$ cat config.mk
export PLATFORM = sky130hd
export DESIGN_NAME = cook_time_setter
export DESIGN_NICKNAME = d
export VERILOG_FILES = /design/src/rtl/cook_time_setter.sv
export SDC_FILE = /design/constraint.sdc
export NUM_CORES = 1
export LEC_CHECK = 0
export CAP_MARGIN = 10
export CORE_UTILIZATION = 50
export DETAILED_ROUTE_END_ITERATION = 6
export HOLD_SLACK_MARGIN = 0.06
export PLACE_DENSITY = 0.73
export SYNTH_ARGS = -nofsm -noshare
export SYNTH_HDL_FRONTEND = slang
export SYNTH_SLANG_ARGS = --single-unit
$ cat constraint.sdc
create_clock -name clk -period 5.7 [get_ports clk]
set_input_delay 1.14 -clock clk [delete_from_list [all_inputs] [get_ports clk]]
set_output_delay 1.14 -clock clk [all_outputs]
set_load 0.02 [all_outputs]
$ cat src/rtl/cook_time_setter.sv
// Cook-time setter: button levels -> minutes/seconds setting, committed as binary seconds on cfg exit.
// Optional both-button hold clear is enabled by defining SETTER_CLEAR_EN.
module cook_time_setter #(
    parameter int HOLD_CYCLES   = 2500000,
    parameter int REPEAT_CYCLES = 1000000
) (
    input  logic        clk,
    input  logic        rst,
    input  logic        cfg_en,
    input  logic        mins_btn,
    input  logic        secs_btn,
    output logic [5:0]  min_val,
    output logic [5:0]  sec_val,
    output logic        editing,
    output logic [11:0] load_val,
    output logic        load_strobe
);
    // state   | meaning
    // IDLE    | waiting for cfg_en, buttons ignored
    // EDIT    | buttons adjust min_val/sec_val
    // COMMIT  | one cycle; load_val/load_strobe update on exit
    localparam int CNT_MAX = (HOLD_CYCLES > REPEAT_CYCLES) ? HOLD_CYCLES : REPEAT_CYCLES;
    localparam int CW      = $clog2(CNT_MAX + 1);
    localparam logic [CW-1:0] HOLD_LOAD = CW'(HOLD_CYCLES - 1);
    localparam logic [CW-1:0] REP_LOAD  = CW'(REPEAT_CYCLES - 1);

    typedef enum logic [1:0] {IDLE, EDIT, COMMIT} state_t;
    state_t state, state_nxt;

    logic          commit, edit_act, suppress, clear_now;
    logic [1:0]    btn, hist, rise, arm, rep, inc;
    logic [CW-1:0] cnt [2];
    logic [11:0]   min_ext, total;

    always_ff @(posedge clk or posedge rst) begin
        if (rst) state <= IDLE;
        else     state <= state_nxt;
    end

    always_comb begin
        state_nxt = state;
        case (state)
            IDLE:    if (cfg_en) state_nxt = EDIT;
            EDIT:    if (!cfg_en) state_nxt = COMMIT;
            COMMIT:  state_nxt = IDLE;
            default: state_nxt = IDLE;
        endcase
    end

    always_comb begin
        editing  = (state == EDIT);
        commit   = (state == COMMIT);
        edit_act = (state == EDIT) && cfg_en;
    end

    assign btn  = {secs_btn, mins_btn};
    assign rise = btn & ~hist;

    always_comb begin
        for (int i = 0; i < 2; i++)
            rep[i] = arm[i] && btn[i] && (cnt[i] == '0);
    end

    assign inc = {2{edit_act}} & (rise | (rep & ~{2{suppress}}));

    // Per-button hold timers: load HOLD on press, reload REPEAT at each terminal count.
    always_ff @(posedge clk or posedge rst) begin
        if (rst) begin
            hist <= '0;
            arm  <= '0;
            for (int i = 0; i < 2; i++) cnt[i] <= '0;
        end else begin
            hist <= btn;
            for (int i = 0; i < 2; i++) begin
                if (!edit_act || !btn[i]) begin
                    arm[i] <= 1'b0;
                    cnt[i] <= '0;
                end else if (rise[i]) begin
                    arm[i] <= 1'b1;
                    cnt[i] <= HOLD_LOAD;
                end else if (arm[i]) begin
                    cnt[i] <= (cnt[i] == '0) ? REP_LOAD : cnt[i] - CW'(1);
                end
            end
        end
    end

`ifdef SETTER_CLEAR_EN
    logic          both_held, both_arm;
    logic [CW-1:0] both_cnt;

    assign both_held = edit_act && (&btn);
    assign clear_now = both_held && both_arm && (rise == 2'b00) && (both_cnt == '0);

    // Both-button timer restarts from whichever press completes the pair.
    always_ff @(posedge clk or posedge rst) begin
        if (rst) begin
            both_arm <= 1'b0;
            both_cnt <= '0;
            suppress <= 1'b0;
        end else begin
            if (!both_held) begin
                both_arm <= 1'b0;
                both_cnt <= '0;
            end else if ((|rise) && ((arm | rise) == 2'b11)) begin
                both_arm <= 1'b1;
                both_cnt <= HOLD_LOAD;
            end else if (both_arm) begin
                if (both_cnt == '0) both_arm <= 1'b0;
                else                both_cnt <= both_cnt - CW'(1);
            end
            if (!edit_act || (btn == 2'b00)) suppress <= 1'b0;
            else if (clear_now)              suppress <= 1'b1;
        end
    end
`else
    assign clear_now = 1'b0;
    assign suppress  = 1'b0;
`endif

    function automatic logic [5:0] wrap_inc(input logic [5:0] v);
        return (v == 6'd59) ? 6'd0 : v + 6'd1;
    endfunction

    assign min_ext = {6'd0, min_val};
    assign total   = (min_ext << 6) - (min_ext << 2) + {6'd0, sec_val};

    always_ff @(posedge clk or posedge rst) begin
        if (rst) begin
            min_val     <= '0;
            sec_val     <= '0;
            load_val    <= '0;
            load_strobe <= 1'b0;
        end else begin
            if (clear_now) begin
                min_val <= '0;
                sec_val <= '0;
            end else begin
                if (inc[0]) min_val <= wrap_inc(min_val);
                if (inc[1]) sec_val <= wrap_inc(sec_val);
            end
            load_strobe <= commit;
            if (commit) load_val <= total;
        end
    end

endmodule

==> impl_metrics.py <==
metrics = {
    "setup_path": {
        "r2r-start": "cnt[22]$_DFFE_PP0P_",
        "crit_required_ns": 5.94,
        "cp.buffers_inverters": 1,
        "critPathSlowestCell": "nor4b_1",
        "ff2ff_setup_slack_ns": 2.50,
        "slowest_delay_ns": 0.80,
        "critPathKind": "reg2reg",
        "crit_start": "cnt[22]$_DFFE_PP0P_",
        "cp_data_arrival_time_ns": 3.44,
        "worstPathMaxFanout": 12,
        "timing.rr.end": "min_val[1]$_DFFE_PP0P_",
        "rr_worst_depth": 7,
        "path_cells": "inv_1, ha_1, nor4b_1, nand4b_1, o21ai_2, nand2_1, mux2_1",
        "cp-start-kind": "flop",
        "cp_top_family": "simple AND/OR/NAND/NOR gates",
        "endpoint_kind": "flop",
    },
    "clocking": {
        "clk_pin_slew_worst_paths_ns": 0.09,
        "postCtsSetupRepairBufs": 0,
        "clockBufferDepth": 2,
        "htree_levels": 3,
        "cts_root_buf": "clkbuf_8",
        "cts_buffers": 9,
        "hold_buffers": 0,
        "cts_tree": "yes",
        "ctsResizeCount": 0,
        "clk-insertion-delay-late_ns": 0.36,
        "cts.sinks": 75,
    },
    "finish": {
        "drive_above_1_share_pct": 6.96,
        "finalInstanceArea_sq_um": 4830,
        "final_util_pct": 58.5,
        "antennaDiodeCount": 0,
        "syn2layout_area_growth_pct": 12.3,
        "final_nets": 514,
    },
    "drt": {
        "routed_wl_um": 9910,
        "vias": 3766,
        "postRouteAntennaNets": 0,
        "drt-initial-drc-count": 260,
        "drtPass1Iterations": 5,
        "wl_per_cell_um": 16.3,
        "drcViolationCount": 0,
        "via_per_inst": 6.19,
    },
    "timing": {
        "finalHoldViolations": 0,
        "min_period_ns": 3.20,
        "final.setup.tns_ns": 0,
        "tightestPinTransition_ns": 0.958,
        "skew_ns": 0.0101,
        "setup_violations": 0,
        "hold_slack_ns": 0.487,
        "slew_headroom_pct": 35.2,
        "clock.fmax_mhz": 313,
        "fin_crit_sh_pct": 56.1,
        "slew_violations": 0,
        "rsz0062_at_grt": "no",
    },
    "synth": {
        "syn_nets": 491,
        "yosys-top-cells-area": "dfrtp_1 44%, o21ai_1 3.5%, nand2_1 3.2%, ha_1 3.2%, nor3_1 3.0%",
        "async_flop_share_pct": 100,
        "syn_area_sq_um": 4300,
        "yosys.area.top_type": "dfrtp_1",
        "synth_seq_cells": 75,
        "ys_types": 57,
        "synth_edf_count": 0,
        "ys_top_cells_by_count": "75 x dfrtp_1, 37 x nand2_1, 30 x o21ai_1",
        "synthFlopType": "dfrtp_1",
        "yosys_warnings": 0,
        "synth_top_area_share_pct": 43.7,
        "synth_cells": 475,
        "synthMostInstantiatedCell": "dfrtp_1",
        "synth_area_per_cell_sq_um": 9.05,
        "yosysSeqAreaShare_pct": 43.7,
    },
    "global_routing": {
        "grt_max_degree": 40,
        "antenna_found_initial": 0,
        "grt_first_pass_wirelength_um": 16700,
        "overflow": 0,
        "grt_pass1_vias": 3520,
        "grtUsageTotal_pct": 24.0,
    },
    "hold_path": {
        "hp-start": "load_val[4]$_DFFE_PP0P_",
        "hold_path_end": "load_val[4]$_DFFE_PP0P_",
        "hold_class": "reg2reg",
        "whs_path_depth": 2,
    },
    "status": {
        "outcome": "complete, no violations",
    },
    "place": {
        "port_buffers": 30,
        "placed_cell_area_sq_um": 4650,
        "routabilityCongestion": 0.840,
        "dpl.hpwl_um": 7230,
    },
    "pwr": {
        "clkPwrFrac_pct": 22.0,
        "totalPowerFinal_w": 0.00177,
        "power.internal_w": 0.00108,
        "ir_drop_mv": 0.120,
        "swShare_pct": 39.2,
        "powerDensity_nw_per_um2": 367,
        "p_comb_share_pct": 39.5,
        "seqPwrFrac_pct": 38.5,
        "leakage_nw": 2.19,
        "switchingPower_w": 0.000694,
    },
    "floorplan": {
        "die_h_um": 94.7,
        "design.die.area_sq_um": 8970,
        "fp.dieW_um": 94.7,
        "io_pins": 31,
        "num_rows": 33,
        "initial_utilization_pct": 52.1,
        "core_sq_um": 8260,
    },
    "run": {
        "drv_cap": 0,
    },
}
logic make-up after synthesis:
group                      count (synthesis)  synth area share [%]
adders and majority gates                 11                  3.20
and+or+nand+nor                          189                  24.2
buffers and inverters                     42                  4.16
xor gates and xnor gates                  15                  3.06
AOI/OAI and AO/OA                        138                  20.5
DFF                                       75                  43.7
muxes                                      5                  1.28
final cells by class:
cell class | count | area (sq um)
clock buffer | 9 | 124
clock inverter | 7 | 57.6
multi-input combinational | 358 | 2240
tap | 105 | 131
sequential | 75 | 1880
fill | 734 | 3430
inverter | 23 | 86.3
timing repair buffer | 31 | 308
worst register-to-register path, cell delays in order (launching register included):
cell and delay, ns:
dfrtp_1 0.42, inv_1 0.10, ha_1 0.26, nor4b_1 0.80
nand4b_1 0.39, o21ai_2 0.54, nand2_1 0.23, mux2_1 0.35
how the worst max path moves through the flow:
stage                        endpoint  slack [ns]  cells past startpoint
3_5_place_dp      cnt[30]$_DFFE_PP0P_        2.43                      6
2_1_floorplan      arm[0]$_DFFE_PP0P_        2.65                      1
4_1_cts        min_val[1]$_DFFE_PP0P_        2.59                      7
6_report       min_val[1]$_DFFE_PP0P_        2.50                      7
5_1_grt        min_val[1]$_DFFE_PP0P_        2.19                      7
3_3_place_gp      cnt[30]$_DFFE_PP0P_        2.53                      6
per-layer routing:
layer | track usage [%] | wire length, um | vias to the layer above | part of all wire, %
met5 | 0 | 0 | - | 0
met1 | 31.8 | 4390 | 1815 | 44
li1 | - | - | 1796 | -
met2 | 39.3 | 4820 | 129 | 49
met3 | 3.06 | 428 | 26 | 4.3
met4 | 10.7 | 271 | 0 | 2.7
registers in the layout (all words and copies together) (netlist names):
signal / cells
load_strobe: 1
sec_val: 6
min_val: 6
hist: 2
state: 2
load_val: 12
cnt: 44
arm: 2
stage by stage:
stage,setup WS (ns),cells
after detailed placement,2.43,592
after global placement,2.53,592
after global routing,2.19,608
final,2.50,608
after floorplan,2.65,475
after CTS,2.59,608
power groups by stage:
| stage | combinational (W) | sequential, W | clock (W) |
|---|---|---|---|
| after floorplan | 0.000428 | 0.000737 | 0 |
| after global placement | 0.000681 | 0.000690 | 0 |
| after detailed placement | 0.000697 | 0.000694 | 0 |
| after CTS | 0.000700 | 0.000683 | 0.000398 |
| after global routing | 0.000776 | 0.000696 | 0.000419 |
| final | 0.000700 | 0.000682 | 0.000390 |
cell usage in the layout, fill, tap and decap left out, drive strengths merged, types with 7 or more instances in the layout:
cell,Yosys,layout
o31ai,11,11
o21ai,58,58
xnor2,10,10
clkdlybuf4s50,0,30
nor3,26,26
nor4,12,12
nand4,8,8
dfrtp,75,75
nor2,28,28
or3,15,15
inv,23,27
ha,11,11
nand3,13,13
clkbuf,12,9
nor2b,9,9
a21oi,25,25
or4,9,9
a211o,7,7
nand2,37,37
Note: power is estimated with default switching activity, not from simulation.
==> RTL change 1: new RTL, same flow settings <==
The option `SETTER_CLEAR_EN` is turned on by a define.
--- a/src/rtl/cook_time_setter.sv
+++ b/src/rtl/cook_time_setter.sv
@@ -1,4 +1,6 @@
 // Cook-time setter: button levels -> minutes/seconds setting, committed as binary seconds on cfg exit.
 // Optional both-button hold clear is enabled by defining SETTER_CLEAR_EN.
+`define SETTER_CLEAR_EN
+
 module cook_time_setter #(
     parameter int HOLD_CYCLES   = 2500000,
Behaviour: no difference found for any inputs over 10 cycles, from zero or initial values and one cycle with rst high; that may be too few to reach the edited logic, so the function may still have changed.
==> RTL change 1 against the original RTL <==
Design area is 28% higher. Routed wire length is 25% higher. Area after synthesis is 31% higher. Power is 2.3% lower. Non-clock buffer count is 3 higher. Sequential cell count is 24 higher. Combinational power is 28% lower. Setup slack better by 0.046 ns. Critical path type is now input pin to register. Critical endpoint is now cnt[20]$_DFFE_PP0P_. Largest power group is now sequential cells.
==> RTL change 1: results (changes against the original RTL) <==
{
  "use_met1": {"value": 31.9, "unit": "%", "change": "was 31.8%"},
  "via_per_inst": {"value": 6.12, "change": "was 6.19"},
  "max_slew.worst_pin.slew": {"value": 0.915, "unit": "ns", "change": "was 0.958 ns"},
  "wl_per_cell": {"value": 16.0, "unit": "um", "change": "was 16.3 um"},
  "gr-usage-met3": {"value": 4.70, "unit": "%", "change": "was 3.06%"},
  "synthesis.instances": {"value": 611, "change": "was 475"},
  "filler_cell_count": {"value": 980, "change": "was 734"},
  "met3WireLength": {"value": 582, "unit": "um", "change": "was 428 um"},
  "place.gp.congestion": {"value": 0.938, "change": "was 0.840"},
  "wl_met2": {"value": 5930, "unit": "um", "change": "was 4820 um"},
  "synth_fp_nets": {"value": 628, "change": "was 491"},
  "layout-drive-gt1-share": {"value": 7.72, "unit": "%", "change": "was 6.96%"},
  "crit_fanout": {"value": 9, "change": "was 12"},
  "place_ws": {"value": 2.24, "unit": "ns", "change": "was 2.43 ns"},
  "reg2reg_depth": {"value": 5, "change": "was 7"},
  "timing.critical_path.arrival": {"value": 3.45, "unit": "ns", "change": "was 3.44 ns"},
  "count_of_different_cell_masters_after_synthesis": {"value": 66, "change": "was 57"},
  "numPlacedInstances": {"value": 759, "change": "was 592"},
  "drt_first_iter_violations": {"value": 248, "change": "was 260"},
  "synth.area.top_cells": {"value": "sky130_fd_sc_hd__dfrtp_1 44%, sky130_fd_sc_hd__a21oi_1 4.7%, sky130_fd_sc_hd__xnor2_1 4.4%", "change": "was sky130_fd_sc_hd__dfrtp_1 44%, sky130_fd_sc_hd__o21ai_1 3.5%, sky130_fd_sc_hd__nand2_1 3.2%"},
  "outcome": {"value": "complete, no violations", "change": "unchanged"},
  "r2r_slack": {"value": 2.72, "unit": "ns", "change": "was 2.50 ns"},
  "met2_usage": {"value": 37.4, "unit": "%", "change": "was 39.3%"},
  "worst_hold_path.endpoint": {"value": "load_val[5]$_DFFE_PP0P_", "change": "was load_val[4]$_DFFE_PP0P_"},
  "ir_drop": {"value": 0.000196, "unit": "V", "change": "was 0.000120 V"}
}
## RTL change 1: where the power goes
group	switching [mW]	internal, mW	total, mW	leakage (nW)
Clock	0.244	0.157	0.401	0.0852
Sequential	0.0635	0.763	0.826	1.34
Combinational	0.277	0.226	0.503	1.16
Total	0.584	1.15	1.73	2.58
## RTL change 1: cell type report
cell class	instances	area (um^2)	area share, %
clock inverters	7	43.8	0.708
clock buffers	9	124	2.00
repair buffers	34	330	5.34
flip-flops and latches	99	2480	40.1
well taps	140	175	2.83
multi-input cells	463	2950	47.6
inverters	23	88.8	1.44
## RTL change 1: worst max-delay path: stages
cell and delay, ns:
sky130_fd_sc_hd__clkdlybuf4s50_1 0.59, sky130_fd_sc_hd__and4b_1 0.43, sky130_fd_sc_hd__nand3_1 0.26, sky130_fd_sc_hd__a31oi_1 0.61, sky130_fd_sc_hd__a41oi_1 0.22, sky130_fd_sc_hd__a31oi_1 0.19
## RTL change 1: kinds of logic after synthesis
| kind of cell | synth area share, % |
|---|---|
| flops | 44.1 |
| xor+xnor | 5.46 |
| simple gates | 25.1 |
| fa+ha+maj | 2.67 |
| compound gates | 17.7 |
| mux | 1.49 |
| buf+inv | 3.43 |
## RTL change 1: worst max path at each step
stage | from | end | slack, ns | depth (start not counted)
finish | secs_btn | cnt[20]$_DFFE_PP0P_ | 2.55 | 6
CTS | secs_btn | cnt[20]$_DFFE_PP0P_ | 2.62 | 6
detailed placement | secs_btn | cnt[20]$_DFFE_PP0P_ | 2.24 | 6
global route | secs_btn | cnt[20]$_DFFE_PP0P_ | 2.35 | 6
floorplan | rst | arm[0]$_DFFE_PP0P_ | 1.97 | 1
global placement | secs_btn | cnt[20]$_DFFE_PP0P_ | 2.30 | 6
==> RTL change 2: new RTL, same settings <==
Without the edit above. Encoding of `state_t`: now one-hot (3 bits for 3 states).
--- a/src/rtl/cook_time_setter.sv
+++ b/src/rtl/cook_time_setter.sv
@@ -25,5 +25,5 @@
     localparam logic [CW-1:0] REP_LOAD  = CW'(REPEAT_CYCLES - 1);
 
-    typedef enum logic [1:0] {IDLE, EDIT, COMMIT} state_t;
+    typedef enum logic [2:0] {IDLE = 3'b001, EDIT = 3'b010, COMMIT = 3'b100} state_t;
     state_t state, state_nxt;
 
Behaviour: no difference found for any inputs over 10 cycles, from zero or initial values and one cycle with rst high; not proved beyond that.
==> RTL change 2 against the original RTL <==
Largest power group is now sequential cells. Routed wire length down 2.9%. Clock power up 29%. Critical endpoint is now sec_val[2]$_DFFE_PP0P_. Sequential power down 1%. Utilization up 1.1 points. Sequential cell count up 1. Cell count down 0.33%. Area after synthesis up 1.6%. Setup slack better by 0.19 ns. Via count down 1.9%. Clock skew up 0.00098 ns. Power up 0.40%. Design area up 3.0%.
==> RTL change 2: results (changes against the original RTL) <==
{
  "gr-usage-met3": {"value": 4.15, "unit": "%", "change": "was 3.06%"},
  "drt_wl_total": {"value": 9630, "unit": "um", "change": "was 9910 um"},
  "wire_length_of_the_first_global_routing_pass": {"value": 16500, "unit": "um", "change": "was 16700 um"},
  "use_met1": {"value": 32.2, "unit": "%", "change": "was 31.8%"},
  "synth_area_per_cell": {"value": 9.24, "unit": "um^2", "change": "was 9.05 um^2"},
  "numPlacedInstances": {"value": 590, "change": "was 592"},
  "finalNetCount": {"value": 511, "change": "was 514"},
  "via_per_inst": {"value": 6.10, "change": "was 6.19"},
  "pleak": {"value": 2.21, "unit": "nW", "change": "was 2.19 nW"},
  "place.gp.congestion": {"value": 0.889, "change": "was 0.840"},
  "place_hpwl": {"value": 6930, "unit": "um", "change": "was 7230 um"},
  "synth.area.top_cells": {"value": "sky130_fd_sc_hd__dfrtp_1 43%, sky130_fd_sc_hd__o21ai_0 4.0%, sky130_fd_sc_hd__nand2_1 3.5%", "change": "was sky130_fd_sc_hd__dfrtp_1 44%, sky130_fd_sc_hd__o21ai_1 3.5%, sky130_fd_sc_hd__nand2_1 3.2%"},
  "outcome": {"value": "complete, no violations", "change": "unchanged"},
  "crit_fanout": {"value": 11, "change": "was 12"},
  "layout_top_registers": {"value": "cnt (44), load_val (12)", "change": "unchanged"},
  "drt_first_iter_violations": {"value": 164, "change": "was 260"},
  "first_global_vias": {"value": 3457, "change": "was 3520"},
  "synthTopCellsByCount": {"value": "75 x sky130_fd_sc_hd__dfrtp_1, 41 x sky130_fd_sc_hd__nand2_1, 35 x sky130_fd_sc_hd__o21ai_0", "change": "was 75 x sky130_fd_sc_hd__dfrtp_1, 37 x sky130_fd_sc_hd__nand2_1, 30 x sky130_fd_sc_hd__o21ai_1"},
  "filler_cell_count": {"value": 727, "change": "was 734"},
  "timing.critical_path.arrival": {"value": 3.23, "unit": "ns", "change": "was 3.44 ns"},
  "maximum_number_of_pins_on_one_net_before_global_route_repair": {"value": 52, "change": "was 40"},
  "ctsResizeCount": {"value": 0, "change": "unchanged"},
  "layout-drive-gt1-share": {"value": 8.58, "unit": "%", "change": "was 6.96%"},
  "synth_fp_nets": {"value": 488, "change": "was 491"},
  "yosysSeqAreaShare": {"value": 43.6, "unit": "%", "change": "was 43.7%"},
  "ir_drop": {"value": 0.000212, "unit": "V", "change": "was 0.000120 V"},
  "met2_usage": {"value": 37.6, "unit": "%", "change": "was 39.3%"},
  "drt-pass1-iter-count": {"value": 4, "change": "was 5"},
  "finalNonFillerCells": {"value": 606, "change": "was 608"},
  "skew": {"value": 0.0110, "unit": "ns", "change": "was 0.0101 ns"},
  "post_cts_buffers": {"value": 0, "change": "unchanged"},
  "relSlewSlack": {"value": 31.4, "unit": "%", "change": "was 35.2%"}
}
RTL change 2: path summary, 6_finish.rpt:
| check | startpoint | end | slack (ns) | cells after the start |
|---|---|---|---|---|
| min reg2reg | load_val[0]$_DFFE_PP0P_ | load_val[0]$_DFFE_PP0P_ | 0.48 | 2 |
| max in group asynchronous | rst | cnt[40]$_DFFE_PP0P_ | 3.42 | 3 |
| max | cfg_en | sec_val[2]$_DFFE_PP0P_ | 2.69 | 6 |
| max reg2reg | cnt[0]$_DFFE_PP0P_ | sec_val[1]$_DFFE_PP0P_ | 3.21 | 7 |
| min | load_val[0]$_DFFE_PP0P_ | load_val[0]$_DFFE_PP0P_ | 0.48 | 2 |
| min in group asynchronous | rst | load_val[7]$_DFFE_PP0P_ | 1.36 | 2 |
RTL change 2: report_power, final:
group	internal, mW	switching, mW	leakage (nW)
logic	0.253	0.347	1.05
registers	0.607	0.0681	1.03
clock network	0.294	0.209	0.124
total	1.15	0.625	2.21
RTL change 2: critical path, stage by stage:
cell	delay, ns
sky130_fd_sc_hd__clkdlybuf4s50_1	0.49
sky130_fd_sc_hd__nor4bb_1	0.27
sky130_fd_sc_hd__buf_4	0.22
sky130_fd_sc_hd__nand3_1	0.32
sky130_fd_sc_hd__or3_4	0.49
sky130_fd_sc_hd__mux2_4	0.30
RTL change 2: stage by stage:
step | hold WS [ns] | instance area, um^2 | worst slack, ns
2_1_floorplan | 0.457 | 4370 | 2.62
4_1_cts | 0.486 | 4970 | 2.72
3_3_place_gp | 0.462 | 4730 | 2.38
6_report | 0.482 | 4970 | 2.69
5_1_grt | 0.511 | 4970 | 2.55
3_5_place_dp | 0.464 | 4730 | 2.35
RTL change 2: area by class of cell:
class | instances | area [um^2] | area share, %
sequential | 76 | 1900 | 38.3
clock buffer | 9 | 124 | 2.49
tap | 105 | 131 | 2.64
clock inverter | 7 | 121 | 2.44
timing repair buffer | 32 | 315 | 6.34
multi-input combinational | 351 | 2280 | 45.8
inverter | 26 | 97.6 | 1.96
RTL change 2: cells by family (layout without fill, tap and decap cells):
kind of cell	after synthesis	count (layout)	share of synthesized area, %
buf+inv	46	74	4.30
flops	76	76	43.6
compound gates	133	133	20.6
simple gates	191	191	24.9
xor+xnor	10	10	2.00
mux	7	7	1.78
fa+ha+maj	10	10	2.86
RTL change 2: layer usage:
metal	routed length, um	vias up
li1	-	1803
met1	4490	1803
met2	4680	80
met3	365	8
met4	93	0
met5	0	-
